### config.mk
export PLATFORM = sky130hd
export DESIGN_NAME = fetch_unit
export DESIGN_NICKNAME = d
export VERILOG_FILES = /design/src/rtl/cpu_pkg.sv /design/src/rtl/fetch_unit.sv
export SDC_FILE = /design/constraint.sdc
export NUM_CORES = 1
export LEC_CHECK = 0
export BUFFER_PORTS_ARGS = -buffer_cell sky130_fd_sc_hd__buf_2
export CORE_MARGIN = 3
export CORE_UTILIZATION = 44
export CTS_BUF_LIST = sky130_fd_sc_hd__clkbuf_4
export CTS_CLUSTER_SIZE = 16
export DETAILED_ROUTE_END_ITERATION = 7
export PLACE_DENSITY = 0.7
export SLEW_MARGIN = 10
export SYNTH_ARGS = -nofsm -noshare
export SYNTH_HDL_FRONTEND = slang
export SYNTH_SLANG_ARGS = --single-unit
### constraint.sdc
create_clock -name clk -period 4.9 [get_ports clk]
set_clock_uncertainty 0.05 [all_clocks]
set_input_delay 1.225 -clock clk [delete_from_list [all_inputs] [get_ports clk]]
set_output_delay 1.225 -clock clk [all_outputs]
set_load 0.1 [all_outputs]
### src/rtl/cpu_pkg.sv
// Shared CPU definitions used by the fetch stage and its neighbours.
//   fetch_state_t : fetch-unit controller states
//   NOP_INSTR     : instruction-register contents meaning "no operation"
//   PC_WIDTH      : program counter / address width
//   align_word    : forces an address onto a 32-bit word boundary
package cpu_pkg;

    typedef enum logic [1:0] {
        F_IDLE  = 2'd0,
        F_WAIT  = 2'd1,
        F_FAULT = 2'd2
    } fetch_state_t;

    localparam logic [31:0] NOP_INSTR = 32'h0;
    localparam int          PC_WIDTH  = 32;

    function automatic logic [PC_WIDTH-1:0] align_word(input logic [PC_WIDTH-1:0] a);
        return {a[PC_WIDTH-1:2], 2'b00};
    endfunction

endpackage

### src/rtl/fetch_unit.sv
// Instruction-fetch stage. Owns the PC and the instruction register, fetches
// one word from instruction memory per load_ir via a req/ready handshake and
// carries out branch (load_pc) and clear (clear_pc) requests.
//
// Ports:
//   clk, rst_n       clock, synchronous active-low reset
//   load_ir          fetch the next instruction
//   load_pc, pc_in   load word-aligned pc_in into the PC
//   clear_pc         load RESET_PC into the PC (wins over load_pc)
//   imem_rdata/ready instruction memory response
//   imem_req/addr    registered read request, address == pc_out
//   pc_out           current PC
//   instr, instr_pc  instruction register and the address it came from
//   instr_valid      one-cycle pulse after instr was updated
//   busy             fetch outstanding
//   fetch_fault      sticky fetch timeout, cleared only by clear_pc or reset
module fetch_unit
    import cpu_pkg::*;
#(
    parameter logic [31:0] RESET_PC = 32'h0000_0000,
    parameter logic [31:0] PC_STEP  = 32'd4,
    parameter int          MAX_WAIT = 16
) (
    input  logic                clk,
    input  logic                rst_n,
    input  logic                load_ir,
    input  logic                load_pc,
    input  logic                clear_pc,
    input  logic [PC_WIDTH-1:0] pc_in,
    input  logic [31:0]         imem_rdata,
    input  logic                imem_ready,
    output logic                imem_req,
    output logic [PC_WIDTH-1:0] imem_addr,
    output logic [PC_WIDTH-1:0] pc_out,
    output logic [31:0]         instr,
    output logic [PC_WIDTH-1:0] instr_pc,
    output logic                instr_valid,
    output logic                busy,
    output logic                fetch_fault
);

    localparam logic [7:0] LP_MAX_WAIT = 8'(MAX_WAIT);

    fetch_state_t        r_state;
    fetch_state_t        w_next_state;

    logic [PC_WIDTH-1:0] r_pc;
    logic [31:0]         r_instr;
    logic [PC_WIDTH-1:0] r_instr_pc;
    logic                r_instr_valid;
    logic                r_req;
    logic                r_busy;
    logic                r_fault;
    logic [7:0]          r_wait_cnt;
    logic                r_pend_vld;
    logic [PC_WIDTH-1:0] r_pend_pc;

    logic                w_fetch_done;
    logic                w_fault_entry;
    logic                w_upd_req;
    logic [PC_WIDTH-1:0] w_upd_pc;
    logic [7:0]          w_cnt_inc;
    logic                w_unused_ok;

    // The two low bits of a branch target are discarded by alignment.
    assign w_unused_ok = ^pc_in[1:0];

    // A PC request this cycle, resolved with clear_pc taking priority.
    assign w_upd_req = clear_pc | load_pc;
    assign w_upd_pc  = clear_pc ? RESET_PC : align_word(pc_in);
    assign w_cnt_inc = r_wait_cnt + 8'd1;

    // State register
    always_ff @(posedge clk) begin
        if (!rst_n) begin
            r_state <= F_IDLE;
        end else begin
            r_state <= w_next_state;
        end
    end

    // Next-state decode and completion/timeout strobes
    always_comb begin
        w_next_state  = r_state;
        w_fetch_done  = 1'b0;
        w_fault_entry = 1'b0;
        case (r_state)
            F_IDLE: begin
                if (load_ir) begin
                    w_next_state = F_WAIT;
                end
            end
            F_WAIT: begin
                if (r_req && imem_ready) begin
                    w_fetch_done = 1'b1;
                    w_next_state = F_IDLE;
                end else if (w_cnt_inc == LP_MAX_WAIT) begin
                    w_fault_entry = 1'b1;
                    w_next_state  = F_FAULT;
                end
            end
            F_FAULT: begin
                if (clear_pc) begin
                    w_next_state = F_IDLE;
                end
            end
            default: begin
                w_next_state = F_IDLE;
            end
        endcase
    end

    // Datapath: PC, IR, pending update, wait counter, registered outputs
    always_ff @(posedge clk) begin
        if (!rst_n) begin
            r_pc          <= RESET_PC;
            r_instr       <= NOP_INSTR;
            r_instr_pc    <= RESET_PC;
            r_instr_valid <= 1'b0;
            r_req         <= 1'b0;
            r_busy        <= 1'b0;
            r_fault       <= 1'b0;
            r_wait_cnt    <= 8'd0;
            r_pend_vld    <= 1'b0;
            r_pend_pc     <= RESET_PC;
        end else begin
            // Status outputs are registered copies of the upcoming state, so
            // they line up with the state the unit is actually in.
            r_instr_valid <= w_fetch_done;
            r_req         <= (w_next_state == F_WAIT);
            r_busy        <= (w_next_state == F_WAIT);
            r_fault       <= (w_next_state == F_FAULT);

            case (r_state)
                F_IDLE: begin
                    // The PC moves on the same edge WAIT is entered, so a
                    // coincident load_ir fetches from the new address.
                    if (w_upd_req) begin
                        r_pc <= w_upd_pc;
                    end
                    r_wait_cnt <= 8'd0;
                    r_pend_vld <= 1'b0;
                end
                F_WAIT: begin
                    if (w_fetch_done) begin
                        r_instr    <= imem_rdata;
                        r_instr_pc <= r_pc;
                        // Latest request wins, including one arriving on the
                        // completion cycle itself.
                        if (w_upd_req) begin
                            r_pc <= w_upd_pc;
                        end else if (r_pend_vld) begin
                            r_pc <= r_pend_pc;
                        end else begin
                            r_pc <= r_pc + PC_STEP;
                        end
                        r_pend_vld <= 1'b0;
                    end else if (w_fault_entry) begin
                        r_instr    <= NOP_INSTR;
                        r_wait_cnt <= w_cnt_inc;
                        r_pend_vld <= 1'b0;
                    end else begin
                        r_wait_cnt <= w_cnt_inc;
                        if (w_upd_req) begin
                            r_pend_vld <= 1'b1;
                            r_pend_pc  <= w_upd_pc;
                        end
                    end
                end
                F_FAULT: begin
                    if (clear_pc) begin
                        r_pc <= RESET_PC;
                    end
                end
                default: begin
                    r_wait_cnt <= 8'd0;
                    r_pend_vld <= 1'b0;
                end
            endcase
        end
    end

    assign imem_req    = r_req;
    assign imem_addr   = r_pc;
    assign pc_out      = r_pc;
    assign instr       = r_instr;
    assign instr_pc    = r_instr_pc;
    assign instr_valid = r_instr_valid;
    assign busy        = r_busy;
    assign fetch_fault = r_fault;

endmodule
==> reports/qor.csv, run 1 <==
stage,metric,value,unit
outcome,outcome,completed,
sta,RSZ-0062 raised after global routing,no,
clock_network,postcts setup bufs,0,
layout,fillers,1617,
drt,initial drt markers,594,
placed_design,DP Cell Count,1220,
layout,"leading cell types in the layout, fill and taps excluded","buf_2 (192), nand2_1 (149), dfxtp_1 (136), o21ai_0 (66), nand3_1 (64)",
clock_network,CTS tree,done,
worst_setup_path,CP max stage delay,0.67,ns
layout,share of cells above drive strength 1,0.2510,
worst_setup_path,slowest CP cell,dfxtp_1,
worst_setup_path,CP top delay family,flip-flops,
yosys,asr flop ratio synth,0,
sta,period utilization,0.6187,
worst_setup_path,Setup CP Type,register to output pin,
worst_setup_path,Critical path buffers and inverters,1,
clock_network,post-CTS sizing,0,
drt,wire per inst,16.54,µm
floorplanning,area of the die,0.01801,mm²
global_routing,"Remaining Overflow, GRT",0,
worst_setup_path,crit path DAT,1.76,ns
sta,Relative slew margins,0.2977,
sta,Worst-Margin Slew,1.054,ns
global_routing,largest net degree at the start of global routing,90,
drt,WL final,20730,µm
yosys,sequential area share after synthesis,0.3765,
yosys,Post-synth EDFFs,0,
clock_network,clock sinks,136,
sta,max-slew violations,0,
floorplanning,I/O pin count,202,
yosys,Yosys top cell by area,dfxtp_1,
pwr,VDD IR max,0.0002206,V
sta,minimum clock period after layout,3.032,ns
yosys,synthesized area,0.007232,mm²
worst_hold_path,Hold Crit Class,register to register,
worst_setup_path,crit-path cells,buf_2,
global_routing,antenna violations before repair,1,
layout,Non-Filler Instances,1253,
global_routing,first-pass GRT wire length,33110,µm
sta,setup violators final,0,
worst_setup_path,Startpoint Class,register,
clock_network,CTS H-tree lvls,4,
drt,"antenna viol nets, final",0,
placed_design,GPL Wtd Cong,0.8665,
floorplanning,Starting Density,0.4520,
yosys,Synth Instances,901,
drt,Residual DRC,0,
sta,endpoints failing hold,0,
yosys,largest cells by area after synthesis,"dfxtp_1 (38%), nand2_1 (7.7%), mux2i_1 (4.7%)",
global_routing,All-Layer GR Usage,0.2266,
global_routing,vias in the first global route,6345,
yosys,#FFs+latches synth,136,
pwr,power density over the cells,395.4,mW/mm²
sta,final setup margin,1.869,ns
yosys,unique cell type count in the Yosys netlist,72,
pwr,power consumption,3.307,mW
worst_setup_path,CP required,3.62,ns
floorplanning,Die Width,134.2,µm
layout,"commonest non-fill, non-tap cell in the layout",buf_2,
worst_setup_path,CP Capture Type,output pin,
sta,FMAX,329.9,MHz
pwr,Leakage,3.320,nW
layout,layout net count,1099,
layout,Syn-to-layout area delta,15.64,%
yosys,Synth Warn #,0,
yosys,top_reg_cell synth,dfxtp_1,
floorplanning,Cell Rows,46,
drt,Initial DRT Pass Iterations,6,
clock_network,Post-CTS Hold Buffers,0,
placed_design,dpl hpwl,14080,µm
yosys,syn_area_per_cell,8.027,µm²
yosys,share of the synthesized area in the top cell type,0.3765,
flow_run,max cap viols,0,
clock_network,clock root cell,clkbuf_4,
placed_design,IO Port Bufs,193,
sta,Fin Setup TNS,0,ns
clock_network,clk buf depth,2,
clock_network,clock insertion delay at the later pin of the skew report,0.56,ns
worst_setup_path,flop2flop setup slack,1.87,ns
floorplanning,Die Ht,134.2,µm
floorplanning,core region area,0.01600,mm²
placed_design,pre-CTS setup slack,1.478,ns
clock_network,TritonCTS Buffers,17,
drt,total vias in the final route,7038,
drt,vias per cell,5.617,
clock_network,Clock Pin Slew Worst Setup and Hold Paths,0.13,ns
worst_setup_path,CP max FO,12,
[state kept, by name (all words and copies together) (netlist names)]
name / count
r_pend_pc: 30
instr_pc: 30
r_state: 2
fetch_fault: 1
imem_addr: 30
instr: 32
instr_valid: 1
r_pend_vld: 1
busy: 1
r_wait_cnt: 8
[final cells by class]
class | instances | area, µm² | share of cell area
Clock buffer | 17 | 127.6 | 0.01526
Sequential cell | 136 | 2723 | 0.3256
Timing Repair Buffer | 209 | 1089 | 0.1302
Clock inverter | 15 | 214.0 | 0.02558
Tap cell | 216 | 270.3 | 0.03232
Inverter | 16 | 60.06 | 0.007181
Multi-Input combinational cell | 643 | 3877 | 0.4636
Antenna cell | 1 | 2.502 | 0.0002992
[layer usage]
| layer | GRT usage | vias up | wire length, µm |
|---|---|---|---|
| met2 | 0.3570 | 259 | 9716 |
| met3 | 0.04839 | 22 | 1482 |
| li1 | - | 3474 | - |
| met4 | 0.07353 | 0 | 269 |
| met5 | 0 | - | 0 |
| met1 | 0.3106 | 3283 | 9258 |
[cells by family after synthesis]
group / synth area share
flops: 0.3765
buf+inv: 0.09221
simple gates: 0.2291
xor+xnor: 0.01211
mux: 0.05173
fa+ha+maj: 0.01038
other cells: 0.0005185
compound gates: 0.2275
[report_power, final]
part	internal [mW]	switching, mW	total (mW)
Clock	0.417	0.466	0.883
Sequential	1.18	0.100	1.28
Combinational	0.218	0.928	1.15
[cells in the mapped netlist, types with 5 or more instances]
library cell  instances
nand4_1               8
nand3_1              64
or4_1                 5
o21ai_0              66
xnor2_1               6
buf_4                38
buf_2                16
a31oi_1              10
nor3_1               17
a21oi_1              61
a22oi_1               6
nor4_1                5
nand2_1             149
o21a_1                6
a221oi_1              5
a32oi_1              33
mux2i_1              34
dfxtp_1             136
nand2b_1              5
and3_1                7
a22o_1                7
nor2_1               27
ha_1                  6
nor2b_1              26
inv_1                12
o211ai_1              5
and4_1                5
clkbuf_1             49
[through the flow]
step | cell area (µm²) | hold slack, ns | util
after floorplan | 7251 | 0.3796 | -
after detailed placement | 8019 | 0.3931 | 0.5012
after global routing | 8363 | 0.4241 | 0.5227
final | 8363 | 0.4080 | 0.5227
after CTS | 8361 | 0.4103 | 0.5225
after global placement | 8019 | 0.3894 | 0.5012
[final timing paths]
| check | from | endpoint | cells past startpoint |
|---|---|---|---|
| max reg2reg | r_state[1]$_SDFF_PN0_ | imem_addr[11]$_SDFFE_PN0P_ | 8 |
| min reg2reg | instr_pc[2]$_SDFFE_PN0P_ | instr_pc[2]$_SDFFE_PN0P_ | 2 |
| max | imem_addr[13]$_SDFFE_PN0P_ | imem_addr[13] | 1 |
| min | instr_pc[2]$_SDFFE_PN0P_ | instr_pc[2]$_SDFFE_PN0P_ | 2 |
Note: power is estimated with default switching activity, not from simulation.
==> run 2: changes to the inputs <==
==> constraint.sdc (replaced) <==
create_clock -name clk -period 2.9 [get_ports clk]
set_clock_uncertainty 0.05 [all_clocks]
set_input_delay 0.725 -clock clk [delete_from_list [all_inputs] [get_ports clk]]
set_output_delay 0.725 -clock clk [all_outputs]
set_load 0.1 [all_outputs]
==> run 2 against run 1 <==
Non-clock buffer count increased by 27. Worst setup slack got worse by 1.5 ns. Cell count up 2.2%. Critical path type is now register to register. Routed wire length grew 3.2%.
==> reports/qor.csv, run 2 (same netlist as run 1, synthesis figures left out) <==
stage,metric,value,unit,change
outcome,outcome,completed,,
global_routing,grt met1 use,0.3084,,-0.002204
worst_setup_path,flop2flop setup slack,0.37,ns,-1.50 ns
worst_hold_path,Hold Crit Class,input pin to register,,
layout,Syn-to-layout area delta,17.44,%,
clock_network,Post-CTS Hold Buffers,0,,unchanged
worst_setup_path,CP max stage delay,0.48,ns,-0.19 ns
sta,period utilization,0.8734,,
worst_setup_path,CP Capture Type,register,,
drt,WL final,21390,µm,+3.2%
drt,vias per cell,5.678,,+1.1%
sta,Worst-Margin Slew,0.6813,ns,-0.3722 ns
worst_setup_path,slowest CP cell,buf_4,,
worst_setup_path,CP required,3.33,ns,-0.29 ns
worst_setup_path,Setup CP Type,register to register,,
worst_setup_path,R2R Path Start,r_wait_cnt[0]$_SDFFE_PN0P_,,
floorplanning,area of the die,0.01801,mm²,unchanged
floorplanning,Die Width,134.2,µm,unchanged
clock_network,clock insertion delay at the later pin of the skew report,0.57,ns,about the same
clock_network,CTS tree,done,,
global_routing,first-pass GRT wire length,33470,µm,+1.1%
sta,final setup margin,0.3672,ns,-1.501 ns
sta,final hold slack,0.2962,ns,-0.1118 ns
worst_hold_path,worst hold path startpoint,imem_rdata[16],,
clock_network,clock sinks,136,,unchanged
clock_network,clock root cell,clkbuf_4,,
worst_setup_path,Critical path buffers and inverters,1,,unchanged
drt,initial drt markers,596,,+0.34%
global_routing,met3 Use GR,0.05289,,+0.004501
layout,max reg flops,32,,unchanged
floorplanning,I/O pin count,202,,unchanged
sta,setup violators final,0,,unchanged
clock_network,CTS H-tree lvls,4,,unchanged
floorplanning,Cell Rows,46,,unchanged
sta,minimum clock period after layout,2.533,ns,
placed_design,IO Port Bufs,193,,unchanged
worst_setup_path,crit path DAT,2.96,ns,+1.20 ns
sta,FMAX,394.8,MHz,
floorplanning,Die Ht,134.2,µm,unchanged
global_routing,All-Layer GR Usage,0.2280,,+0.001432
floorplanning,Starting Density,0.4520,,unchanged
pwr,Leakage,3.417,nW,+2.9%
worst_hold_path,Hold EP,instr[16]$_SDFFE_PN0P_,,
drt,wire per inst,16.71,µm,+1.0%
worst_setup_path,Critical R2R Capture,r_pend_pc[13]$_SDFFE_PN0P_,,
placed_design,DP Cell Count,1247,,+2.2%
drt,Initial DRT Pass Iterations,5,,-1
worst_setup_path,CP max FO,30,,+18
worst_setup_path,Startpoint Class,register,,
global_routing,vias in the first global route,6485,,+2.2%
placed_design,dpl hpwl,14750,µm,+4.8%
layout,share of cells above drive strength 1,0.2700,,+0.01903
global_routing,largest net degree at the start of global routing,155,,+72%
global_routing,M2 GR Usage,0.3617,,+0.004749
flow_run,max cap viols,0,,unchanged
pwr,power density over the cells,623.6,mW/mm²,+58%
sta,max-slew violations,0,,unchanged
clock_network,post-CTS sizing,0,,unchanged
global_routing,busiest grt layer,met2,,
clock_network,clk buf depth,2,,unchanged
drt,Residual DRC,0,,unchanged
pwr,VDD IR max,0.0003314,V,+50%
worst_setup_path,CP top delay family,simple AND/OR/NAND/NOR gates,,
placed_design,GPL Wtd Cong,0.8836,,+2.0%
layout,layout net count,1126,,+2.5%
clock_network,Clock Pin Slew Worst Setup and Hold Paths,0.13,ns,about the same
drt,"antenna viol nets, final",0,,unchanged
layout,"leading cell types in the layout, fill and taps excluded","buf_2 (192), nand2_1 (149), dfxtp_1 (136), o21ai_0 (66), nand3_1 (64)",,
worst_hold_path,hold-critical path depth,3,,+1
floorplanning,core region area,0.01600,mm²,unchanged
pwr,power consumption,5.297,mW,+60%
sta,endpoints failing hold,0,,unchanged
clock_network,postcts setup bufs,0,,unchanged
sta,RSZ-0062 raised after global routing,no,,
worst_setup_path,crit-path cells,ha_1 -> nand3_1 -> nor3_1 -> a2111oi_4 -> a211oi_4 -> buf_4 -> mux2i_1,,
layout,"commonest non-fill, non-tap cell in the layout",buf_2,,
sta,Fin Setup TNS,0,ns,unchanged
drt,total vias in the final route,7268,,+3.3%
layout,Non-Filler Instances,1280,,+2.2%
worst_setup_path,FF-to-FF path depth,7,,-1
global_routing,antenna violations before repair,2,,+1
global_routing,"Remaining Overflow, GRT",0,,unchanged
clock_network,TritonCTS Buffers,17,,unchanged
sta,Relative slew margins,0.5393,,+0.2416
placed_design,pre-CTS setup slack,0.4254,ns,-1.052 ns
-- run 2: worst min-delay path: cells and delay by family --
| family | cells | cell delay, ns |
|---|---|---|
| AOI/OAI and AO/OA | 2 | 0.10 |
| buffers and inverters | 1 | 0.07 |
-- run 2: how the worst max path moves through the flow --
stage                                    start                    endpoint  slack [ns]  cells past startpoint
floorplan            imem_addr[4]$_SDFFE_PN0P_  imem_addr[30]$_SDFFE_PN0P_        0.15                      7
global placement                       load_pc  imem_addr[15]$_SDFFE_PN0P_        0.43                      7
detailed placement                    clear_pc  imem_addr[14]$_SDFFE_PN0P_        0.43                      6
CTS                 imem_addr[13]$_SDFFE_PN0P_               imem_addr[13]        0.36                      2
global route        r_wait_cnt[1]$_SDFFE_PN0P_  r_pend_pc[13]$_SDFFE_PN0P_        0.22                      7
finish              r_wait_cnt[0]$_SDFFE_PN0P_  r_pend_pc[13]$_SDFFE_PN0P_        0.37                      7
-- run 2: report_power, final --
group | internal, mW | switching, mW | total [mW] | leakage (nW)
combinational | 0.422 | 1.63 | 2.05 | 2.19
sequential | 1.99 | 0.128 | 2.12 | 1.10
clock | 0.363 | 0.763 | 1.13 | 0.125
total | 2.77 | 2.52 | 5.30 | 3.42
-- run 2: layout make-up --
type	count	area [µm²]
diodes	1	2.502
clock buffers	19	142.6
clock inverters	13	101.3
fillers	1620	7507
inverters	16	60.06
multi-input cells	643	3877
flip-flops and latches	136	2723
well taps	216	270.3
repair buffers	236	1316
-- run 2: through the flow --
| step | area, µm² | utilization |
|---|---|---|
| 3_3_place_gp | 8247 | 0.5154 |
| 3_5_place_dp | 8247 | 0.5154 |
| 5_1_grt | 8493 | 0.5308 |
| 4_1_cts | 8491 | 0.5307 |
| 6_report | 8493 | 0.5308 |
| 2_1_floorplan | 7251 | - |
-- run 2: routing by layer --
metal	share of wire	vias to the layer above
met3	0.067	42
met5	0.00079	-
met1	0.44	3429
met2	0.47	261
li1	-	3534
met4	0.021	2
